$ cat src/rtl/pack_pkg.sv
// Shared types for the pack_load_mc sample packer: FSM state encoding and byte selection.
package pack_pkg;

    typedef enum logic [2:0] {
        S_IDLE,
        S_WAIT,
        S_FETCH,
        S_LATCH,
        S_SHIFT,
        S_CHECK,
        S_DONE
    } state_t;

    // Byte idx (0 = least significant) of a 32-bit channel word.
    function automatic logic [7:0] word_byte(input logic [31:0] w, input logic [1:0] idx);
        return w[{idx, 3'b000} +: 8];
    endfunction

endpackage

$ cat src/rtl/pack_ser.sv
// Load-and-shift serialiser: captures CH*BPS bytes from a buffer word and emits them
// ch0 first, most significant kept byte first, one per valid/ready handshake.
module pack_ser
    import pack_pkg::*;
#(
    parameter int CH  = 3,
    parameter int BPS = 3
) (
    input  logic             clk_sys,
    input  logic             rst_n,
    input  logic             load_i,
    input  logic [CH*32-1:0] q_all_i,
    input  logic             en_i,
    input  logic             rdy_i,
    output logic [7:0]       data_o,
    output logic             vld_o,
    output logic             last_o
);
    localparam int NB = CH * BPS;
    localparam int IW = (NB > 1) ? $clog2(NB) : 1;

    logic [NB*8-1:0] sr_q, sr_d, pack;
    logic [IW-1:0]   idx_q, idx_d;
    logic            hs;

    always_comb begin
        pack = '0;
        for (int k = 0; k < CH; k++) begin
            for (int b = 0; b < BPS; b++) begin
                pack[8*(NB-1-(k*BPS+BPS-1-b)) +: 8] = word_byte(q_all_i[32*k +: 32], 2'(b));
            end
        end
    end

    assign hs     = en_i & rdy_i;
    assign last_o = hs && (idx_q == IW'(NB-1));
    assign vld_o  = en_i;
    assign data_o = sr_q[NB*8-1 -: 8];

    always_comb begin
        sr_d  = sr_q;
        idx_d = idx_q;
        if (load_i) begin
            sr_d  = pack;
            idx_d = '0;
        end else if (hs) begin
            sr_d  = sr_q << 8;
            idx_d = idx_q + IW'(1);
        end
    end

    always_ff @(posedge clk_sys or negedge rst_n) begin
        if (!rst_n) begin
            sr_q  <= '0;
            idx_q <= '0;
        end else begin
            sr_q  <= sr_d;
            idx_q <= idx_d;
        end
    end

endmodule

$ cat src/rtl/pack_load_mc.sv
// Multi-channel sample packer: reads sample sets from a ring buffer and streams
// the low BPS bytes of each channel word downstream, then pulses done_load.
module pack_load_mc
    import pack_pkg::*;
#(
    parameter int CH  = 3,
    parameter int BPS = 3,
    parameter int AW  = 12,
    parameter int CW  = 8
) (
    input  logic             clk_sys,
    input  logic             rst_n,
    input  logic             fire_load,
    input  logic             abort_load,
    output logic             done_load,
    output logic             busy,
    output logic [7:0]       load_data,
    output logic             load_vld,
    input  logic             load_rdy,
    input  logic [AW-1:0]    buf_waddr,
    output logic [AW-1:0]    buf_raddr,
    input  logic [CH*32-1:0] q_all,
    input  logic [CW-1:0]    cfg_sample
);
    state_t        state_q, state_d;
    logic [CW-1:0] cnt_q, cnt_d;
    logic [AW-1:0] raddr_q, raddr_d;
    logic          ser_load, ser_last;

    pack_ser #(.CH(CH), .BPS(BPS)) u_ser (
        .clk_sys (clk_sys),
        .rst_n   (rst_n),
        .load_i  (ser_load),
        .q_all_i (q_all),
        .en_i    (state_q == S_SHIFT),
        .rdy_i   (load_rdy),
        .data_o  (load_data),
        .vld_o   (load_vld),
        .last_o  (ser_last)
    );

    always_comb begin
        state_d  = state_q;
        cnt_d    = cnt_q;
        raddr_d  = raddr_q;
        ser_load = 1'b0;
        case (state_q)
            S_IDLE: if (fire_load) begin
                cnt_d   = cfg_sample;
                state_d = (cfg_sample == '0) ? S_DONE : S_WAIT;
            end
            S_WAIT:  if (buf_waddr != raddr_q) state_d = S_FETCH;
            S_FETCH: state_d = S_LATCH;
            S_LATCH: begin
                ser_load = 1'b1;
                raddr_d  = raddr_q + AW'(1);
                state_d  = S_SHIFT;
            end
            S_SHIFT: if (ser_last) begin
                cnt_d   = cnt_q - CW'(1);
                state_d = S_CHECK;
            end
            S_CHECK: state_d = (cnt_q == '0) ? S_DONE : S_WAIT;
            S_DONE:  state_d = S_IDLE;
            default: state_d = S_IDLE;
        endcase
        // Abort keeps the pointer: a set already latched is dropped, not re-read.
        if (abort_load) begin
            state_d  = S_IDLE;
            cnt_d    = '0;
            ser_load = 1'b0;
        end
    end

    always_ff @(posedge clk_sys or negedge rst_n) begin
        if (!rst_n) begin
            state_q <= S_IDLE;
            cnt_q   <= '0;
            raddr_q <= '0;
        end else begin
            state_q <= state_d;
            cnt_q   <= cnt_d;
            raddr_q <= raddr_d;
        end
    end

    assign done_load = (state_q == S_DONE);
    assign busy      = (state_q != S_IDLE);
    assign buf_raddr = raddr_q;

endmodule

$ cat config.mk
export PLATFORM = sky130hd
export DESIGN_NAME = pack_load_mc
export DESIGN_NICKNAME = d
export VERILOG_FILES = /design/src/rtl/pack_pkg.sv /design/src/rtl/pack_ser.sv /design/src/rtl/pack_load_mc.sv
export SDC_FILE = /design/constraint.sdc
export NUM_CORES = 1
export LEC_CHECK = 0
export CAP_MARGIN = 20
export CORE_MARGIN = 1.5
export CORE_UTILIZATION = 45
export DETAILED_ROUTE_END_ITERATION = 12
export GPL_TIMING_DRIVEN = 0
export PLACE_DENSITY_LB_ADDON = 0.05
export SYNTH_ARGS = -nofsm -noshare
export SYNTH_HDL_FRONTEND = slang
export SYNTH_SLANG_ARGS = --single-unit
$ cat constraint.sdc
create_clock -name clk_sys -period 4.45 [get_ports clk_sys]
set_input_delay 1.335 -clock clk_sys [delete_from_list [all_inputs] [get_ports clk_sys]]
set_output_delay 1.335 -clock clk_sys [all_outputs]
set_load 0.02 [all_outputs]
==> qor.txt, run 1 <==
==========================================================================================
Count of flip-flops with a built-in enable after synthesis ..................            0
Fraction of synthesized cell area in xor and xnor cells .....................        5.01%
Worst IR Drop VDD ...........................................................   0.000202 V
Number of setup violations in the final report ..............................            0
FF+latch count, synth .......................................................           99
Worst setup slack for register-to-register paths ............................      2500 ps
Cell with the largest stage delay on the worst path ......................... clkdlybuf4s50_1
Total leakage power .........................................................   0.00281 uW
Simple-gate portion of the synthesized area .................................        21.3%
Combined area of all synthesized cells ......................................    4720 um^2
Synthesis warning total .....................................................            0
Fraction of synthesized cell area taken by the top area cell type ...........        52.5%
Final routed wire length divided by cell count ..............................      14.8 um
Global placement routability congestion .....................................        0.838
X dimension of the die ......................................................       105 um
Final cycle utilization of the critical path ................................        76.3%
Post-Place Worst Slack ......................................................      1260 ps
Quantity of hold-fixing buffers added after cts .............................            0
Arrival time reported for the critical path endpoint ........................      2060 ps
Sequential area share after synthesis .......................................        52.5%
Floorplan row count .........................................................           37
Die outline area ............................................................   11100 um^2
Port Buf Inserts ............................................................          119
Complex-gate fraction of the synthesized area ...............................        14.9%
Highest Clock Rate ..........................................................      295 MHz
Startpoint of the worst-slack reg-to-reg timing path ........................     cnt_q[0]
R2R cell count ..............................................................            6
Post_cts resized ............................................................            0
Outcome .....................................................................    completed
Mux share of post-synthesis cell area .......................................       0.451%
Final critical path time including I/O delays and setup .....................      3390 ps
Critical path start-end classification ......................................   reg -> out
Critical path cell sequence ................................................. or3b_1 > buf_2 > inv_2 > clkdlybuf4s50_1
Endpoint of the most critical register-to-register path .....................   state_q[2]
Number of global-route vias before repair ...................................         3811
Power share of the clock group ..............................................        20.8%
Fraction of layout cells with a size suffix above 1 .........................        7.09%
Biggest area contributors in the synthesized netlist ........................ dfrtp_1 53%, nand2_1 8.4%, a22oi_1 5.3%
Share of synthesized cell area in full adder, half adder and majority cells .        1.06%
Type of element capturing the critical path .................................   output pin
Area overhead of the layout relative to synthesis ...........................        33.5%
Crit-path max cell delay ....................................................       600 ps
Synthesized net count .......................................................          624
Required time at the worst-slack endpoint ...................................      3120 ps
Worst-path fanout max .......................................................            8
Dominant combinational cell family by area after synthesis .................. simple AND/OR/NAND/NOR gates
Number of hold violations in the final report ...............................            0
TritonRoute pass-1 iters ....................................................            5
Largest buffer count on any clock path ......................................            2
Top FF cell, synth ..........................................................      dfrtp_1
I/O pin total ...............................................................          144
Clock insertion delay at the later pin of the skew report ...................       360 ps
Via density per instance ....................................................         5.26
ANT nets after route ........................................................            0
Global-route wire length before repair ......................................     18800 um
Largest net degree at the start of global routing ...........................           73
Combinational power share ...................................................        26.5%
Routed via count ............................................................         4059
Instance count along the most critical hold path ............................            2
Antenna violations before repair ............................................            0
Per-instance average area after synthesis ...................................    9.45 um^2
Max-slew violation count ....................................................            0
Power density over the cells ................................................  432 nW/um^2
Slew headroom ...............................................................        67.4%
Post-detailed-route DRC marker count ........................................            0
Switching part of the total power ...........................................        32.4%
Worst slack on hold paths ...................................................       484 ps
Diodes inserted .............................................................            0
Vertical die dimension ......................................................       105 um
Most frequent cells after synthesis ......................................... 106 x nand2_1, 99 x dfrtp_1, 60 x nor2_1
Sw power ....................................................................       881 uW
Overall Global Routing Usage ................................................        21.2%
Seq pwr share ...............................................................        52.7%
Total clock buffers created by CTS ..........................................            9
Starting density of the core ................................................        46.1%
Total number of nets in the final design ....................................          755
Most area-hungry cell type in the Yosys netlist .............................      dfrtp_1
Synth cell types ............................................................           50
Clock skew ..................................................................      15.0 ps
Int Power ...................................................................      1840 uW
Count leader, synth .........................................................      nand2_1
Total wirelength of the detailed-routed design ..............................     11400 um
Category of the worst setup path launch point ...............................     register
Clock tree from TritonCTS ...................................................          yes
Slew at the pin closest to its max-slew limit ...............................       484 ps
Worst Setup Slack, final ....................................................      1060 ps
Proportion of register bits with asynchronous set or reset after synthesis ..         100%
Gr ovfl total ...............................................................            0
Post-Syn Instances ..........................................................          499
Number of filler cells placed in the layout .................................          910
Unrepaired setup endpoints after global routing .............................           no
Number of clock sinks .......................................................           99
Terminating pin of the worst hold path ...................................... u_ser.sr_q[69]
Worst hold path startpoint .................................................. u_ser.sr_q[69]
Postcts setup bufs ..........................................................            0
Number of max-cap violations ................................................            0
HP Class ....................................................................   reg -> reg
Clock slew at the register clock pins of the worst setup and hold paths .....       100 ps
Starting DRC count in detailed routing ......................................          182
Area of the core region .....................................................   10200 um^2
Root buffer cell ............................................................     clkbuf_8
Placed wire-length estimate .................................................      8390 um
Level count of the clock H-tree .............................................            3
==========================================================================================
==> registers in the layout, indices dropped and copies added, names as in the netlist <==
signal and cells:
buf_raddr 12, state_q 3, u_ser.sr_q 72, cnt_q 8
u_ser.idx_q 4
==> kinds of logic after synthesis <==
logic type,after synthesis
flip-flops,99
buffers and inverters,46
multiplexers,2
adder cells (fa/ha/maj),4
XOR/XNOR,27
AND/OR/NAND/NOR,220
AO/OA/AOI/OAI,101
==> cell usage in the layout, fill, tap and decap left out, drive strengths merged, types with 9 or more instances in the layout <==
cell,instances
buf,23
a31oi,16
o22ai,18
inv,10
nand2,106
xnor2,23
dfrtp,99
clkdlybuf4s50,118
a22oi,33
nor2,60
nor4,9
clkbuf,28
==> per-stage QoR <==
stage	std cells	TNS, ps	area [um^2]	utilization, %	total power [uW]
6_report	771	0	6300	61.5	2720
5_1_grt	771	0	6300	61.5	2900
4_1_cts	771	0	6300	61.5	2740
3_5_place_dp	755	0	6100	59.6	2170
3_3_place_gp	754	-170370	6080	59.4	2140
2_1_floorplan	499	0	4720	-	1850
==> worst max-delay path, delay by kind of cell, from the launching register on <==
| kind | cells | cell delay [ps] |
|---|---|---|
| DFF | 1 | 450 |
| and+or+nand+nor | 1 | 390 |
| buffers and inverters | 3 | 870 |
==> metal layers <==
layer / global-route usage, % / vias up / routed length, um
met1: 31.9 / 1893 / 5470
li1: - / 2006 / -
met3: 2.78 / 17 / 709
met4: 6.75 / 0 / 167
met5: 0 / - / 0
met2: 31.9 / 143 / 5090
==> final cells by class <==
type | count | area, um^2 | area share [%]
plain buffers | 40 | 204 | 3.24
multi-input cells | 354 | 2010 | 32.0
clock buffers | 9 | 124 | 1.97
clock inverters | 7 | 70.1 | 1.11
well taps | 136 | 170 | 2.70
repair buffers | 120 | 1220 | 19.3
inverters | 6 | 22.5 | 0.358
flip-flops and latches | 99 | 2480 | 39.3
==> how the worst max path moves through the flow <==
stage	to	startpoint
after detailed placement	u_ser.sr_q[61]	abort_load
after floorplan	cnt_q[3]	abort_load
after global routing	load_vld	state_q[2]
final	load_vld	state_q[1]
after global placement	u_ser.sr_q[21]	rst_n
after CTS	load_vld	state_q[1]
==> power groups by stage <==
stage | combinational (uW) | clock [uW] | sequential, uW
floorplan | 456 | 0 | 1400
global placement | 704 | 0 | 1440
detailed placement | 727 | 0 | 1450
CTS | 729 | 581 | 1430
global route | 812 | 621 | 1470
finish | 721 | 565 | 1430
Note: power is estimated with default switching activity, not from simulation.
==> run 2: changes to the inputs <==
--- a/config.mk
+++ b/config.mk
@@ -7,7 +7,7 @@
 export LEC_CHECK = 0
 export CAP_MARGIN = 20
 export CORE_MARGIN = 1.5
-export CORE_UTILIZATION = 45
+export CORE_UTILIZATION = 43
 export DETAILED_ROUTE_END_ITERATION = 12
 export GPL_TIMING_DRIVEN = 0
 export PLACE_DENSITY_LB_ADDON = 0.05
==> constraint.sdc (replaced) <==
create_clock -name clk_sys -period 2.95 [get_ports clk_sys]
set_input_delay 0.885 -clock clk_sys [delete_from_list [all_inputs] [get_ports clk_sys]]
set_output_delay 0.885 -clock clk_sys [all_outputs]
set_load 0.02 [all_outputs]
==> run 2 against run 1 <==
Against the previous run:
- design area decreased by 0.26%
- utilization decreased by 3.1 points
- sequential share of layout area grew 0.12 points
- routed wire length grew 3.9%
- global-route usage up 0.24 points
- sequential power is 51% higher
- largest cell class unchanged
==> qor.txt, run 2 (synthesis results as in run 1) <==
======================================================================================
TritonRoute pass-1 iters ................................................            4
Routed via count ........................................................         4031
Crit path buffers/inverters .............................................            2
Startpoint of the worst-slack reg-to-reg timing path ....................     cnt_q[0]
Number of flip-flops in the largest register ............................           72
Outcome .................................................................    completed
Fraction of layout cells with a size suffix above 1 .....................        6.95%
Postcts setup bufs ......................................................            0
Total leakage power .....................................................   0.00280 uW
Largest net degree at the start of global routing .......................           63
Number of global-route vias before repair ...............................         3825
Unrepaired setup endpoints after global routing .........................           no
Category of the worst setup path launch point ...........................     register
Total design power ......................................................      4050 uW
Type of element capturing the critical path .............................   output pin
Area overhead of the layout relative to synthesis .......................        33.2%
Cell with the largest stage delay on the worst path ..................... clkdlybuf4s50_1
Vertical die dimension ..................................................       108 um
Crit-path max cell delay ................................................       600 ps
Starting DRC count in detailed routing ..................................          167
Final routed wire length divided by cell count ..........................      15.4 um
Total wirelength of the detailed-routed design ..........................     11900 um
Critical path cell sequence ............................................. buf_2 > nor2b_1 > and2_1 > clkdlybuf4s50_1
Worst-path fanout max ...................................................           10
Kind of cell adding the most delay to the critical path ................. buffers and inverters
Total clock buffers created by CTS ......................................            9
Number of max-cap violations ............................................            0
Global placement routability congestion .................................        0.838
Slew headroom ...........................................................        64.0%
Die outline area ........................................................   11600 um^2
Clock skew ..............................................................      6.89 ps
Highest Clock Rate ......................................................      354 MHz
Total number of nets in the final design ................................          755
Worst IR Drop VDD .......................................................   0.000477 V
Starting density of the core ............................................        43.9%
Largest buffer count on any clock path ..................................            2
Worst Setup Slack, final ................................................       124 ps
Number of filler cells placed in the layout .............................         1022
X dimension of the die ..................................................       108 um
Global-route wire length before repair ..................................     19300 um
Quantity of hold-fixing buffers added after cts .........................            0
Clock slew at the register clock pins of the worst setup and hold paths .        90 ps
Root buffer cell ........................................................     clkbuf_8
Final critical path time including I/O delays and setup .................      2830 ps
Max-slew violation count ................................................            0
Placement Cell Area .....................................................    6110 um^2
Arrival time reported for the critical path endpoint ....................      1940 ps
Final cycle utilization of the critical path ............................        95.8%
Most flop-heavy register ................................................   u_ser.sr_q
Area of the core region .................................................   10700 um^2
Number of hold violations in the final report ...........................            0
Commonest non-fill, non-tap cell in the layout .......................... clkdlybuf4s50_1
Number of clock sinks ...................................................           99
Antenna violations before repair ........................................            0
Total negative setup slack ..............................................         0 ps
Overall Global Routing Usage ............................................        21.5%
Critical path start-end classification ..................................   reg -> out
HP Class ................................................................  in -> async
Via density per instance ................................................         5.21
Endpoint of the most critical register-to-register path .................   state_q[2]
Post-detailed-route DRC marker count ....................................            0
I/O pin total ...........................................................          144
Post-Place Worst Slack ..................................................       191 ps
Most used cells in the layout excluding fill and tap cells .............. 117 x clkdlybuf4s50_1, 106 x nand2_1, 98 x dfrtp_1, 60 x nor2_1, 33 x a22oi_1
Slew at the pin closest to its max-slew limit ...........................       535 ps
Worst setup slack for register-to-register paths ........................       990 ps
Gr ovfl total ...........................................................            0
Placed wire-length estimate .............................................      8640 um
R2R cell count ..........................................................            6
Required time at the worst-slack endpoint ...............................      2070 ps
Diodes inserted .........................................................            0
Post-route cell area ....................................................    6280 um^2
Number of setup violations in the final report ..........................            0
ANT nets after route ....................................................            0
Clock insertion delay at the later pin of the skew report ...............       360 ps
Level count of the clock H-tree .........................................            3
Floorplan row count .....................................................           38
Clock tree from TritonCTS ...............................................          yes
Port Buf Inserts ........................................................          119
Power density over the cells ............................................  645 nW/um^2
======================================================================================
## run 2: cell types whose count changed in the layout (fill, tap and decap cells not counted), sizes merged
cell           delta
clkbuf            +3
clkdlybuf4s50     -1
dlygate4sd2       +1
inv               -4
clkinv            -1
## run 2: repair_timing
action | CTS | global route
endpoints found under the setup margin | 1 | 2
cloned | 0 | 0
resized for setup | 1 | 2
hold endpoints to repair | 0 | 0
## run 2: final cells by class
cell class / instances / area (um^2) / share of cell area [%]
buffer: 40 / 204 / 3.25
clock buffer: 12 / 155 / 2.47
clock inverter: 2 / 12.5 / 0.199
inverter: 6 / 22.5 / 0.359
multi-input combinational: 354 / 2020 / 32.1
sequential: 99 / 2480 / 39.5
tap: 140 / 175 / 2.79
timing repair buffer: 120 / 1210 / 19.3
## run 2: how the worst max path moves through the flow
stage	slack, ps	cells past startpoint	endpoint	start
floorplan	980	4	cnt_q[3]	abort_load
detailed placement	190	6	u_ser.sr_q[61]	abort_load
global route	20	4	done_load	state_q[2]
global placement	-2800	1	u_ser.sr_q[22]	rst_n
CTS	60	4	done_load	state_q[2]
finish	120	4	done_load	state_q[2]
## run 2: report_power, final
part / internal, uW / switching, uW / total [uW]
Sequential: 1850 / 315 / 2160
Combinational: 599 / 493 / 1090
Clock: 343 / 454 / 797
Total: 2790 / 1260 / 4050
## run 2: worst reg2reg max path: cells and delay by family, from the launching register on
| kind | cells | cell delay (ps) |
|---|---|---|
| DFF | 1 | 420 |
| adders and majority gates | 1 | 200 |
| and+or+nand+nor | 4 | 1170 |
| buffers and inverters | 1 | 90 |
## run 2: through the flow
step / std cells / hold WS (ps) / utilization (%)
5_1_grt: 773 / 508 / 58.4
4_1_cts: 773 / 486 / 58.4
6_report: 773 / 482 / 58.4
2_1_floorplan: 499 / 447 / -
3_3_place_gp: 758 / 459 / 56.6
3_5_place_dp: 759 / 464 / 56.8
## run 2: layer usage
metal,share of wire (%),global-route usage [%],vias up
li1,-,-,1995
met1,48,30.5,1901
met2,45,33.3,123
met3,5.8,5.15,12
met4,1.3,4.89,0
met5,0,0,-
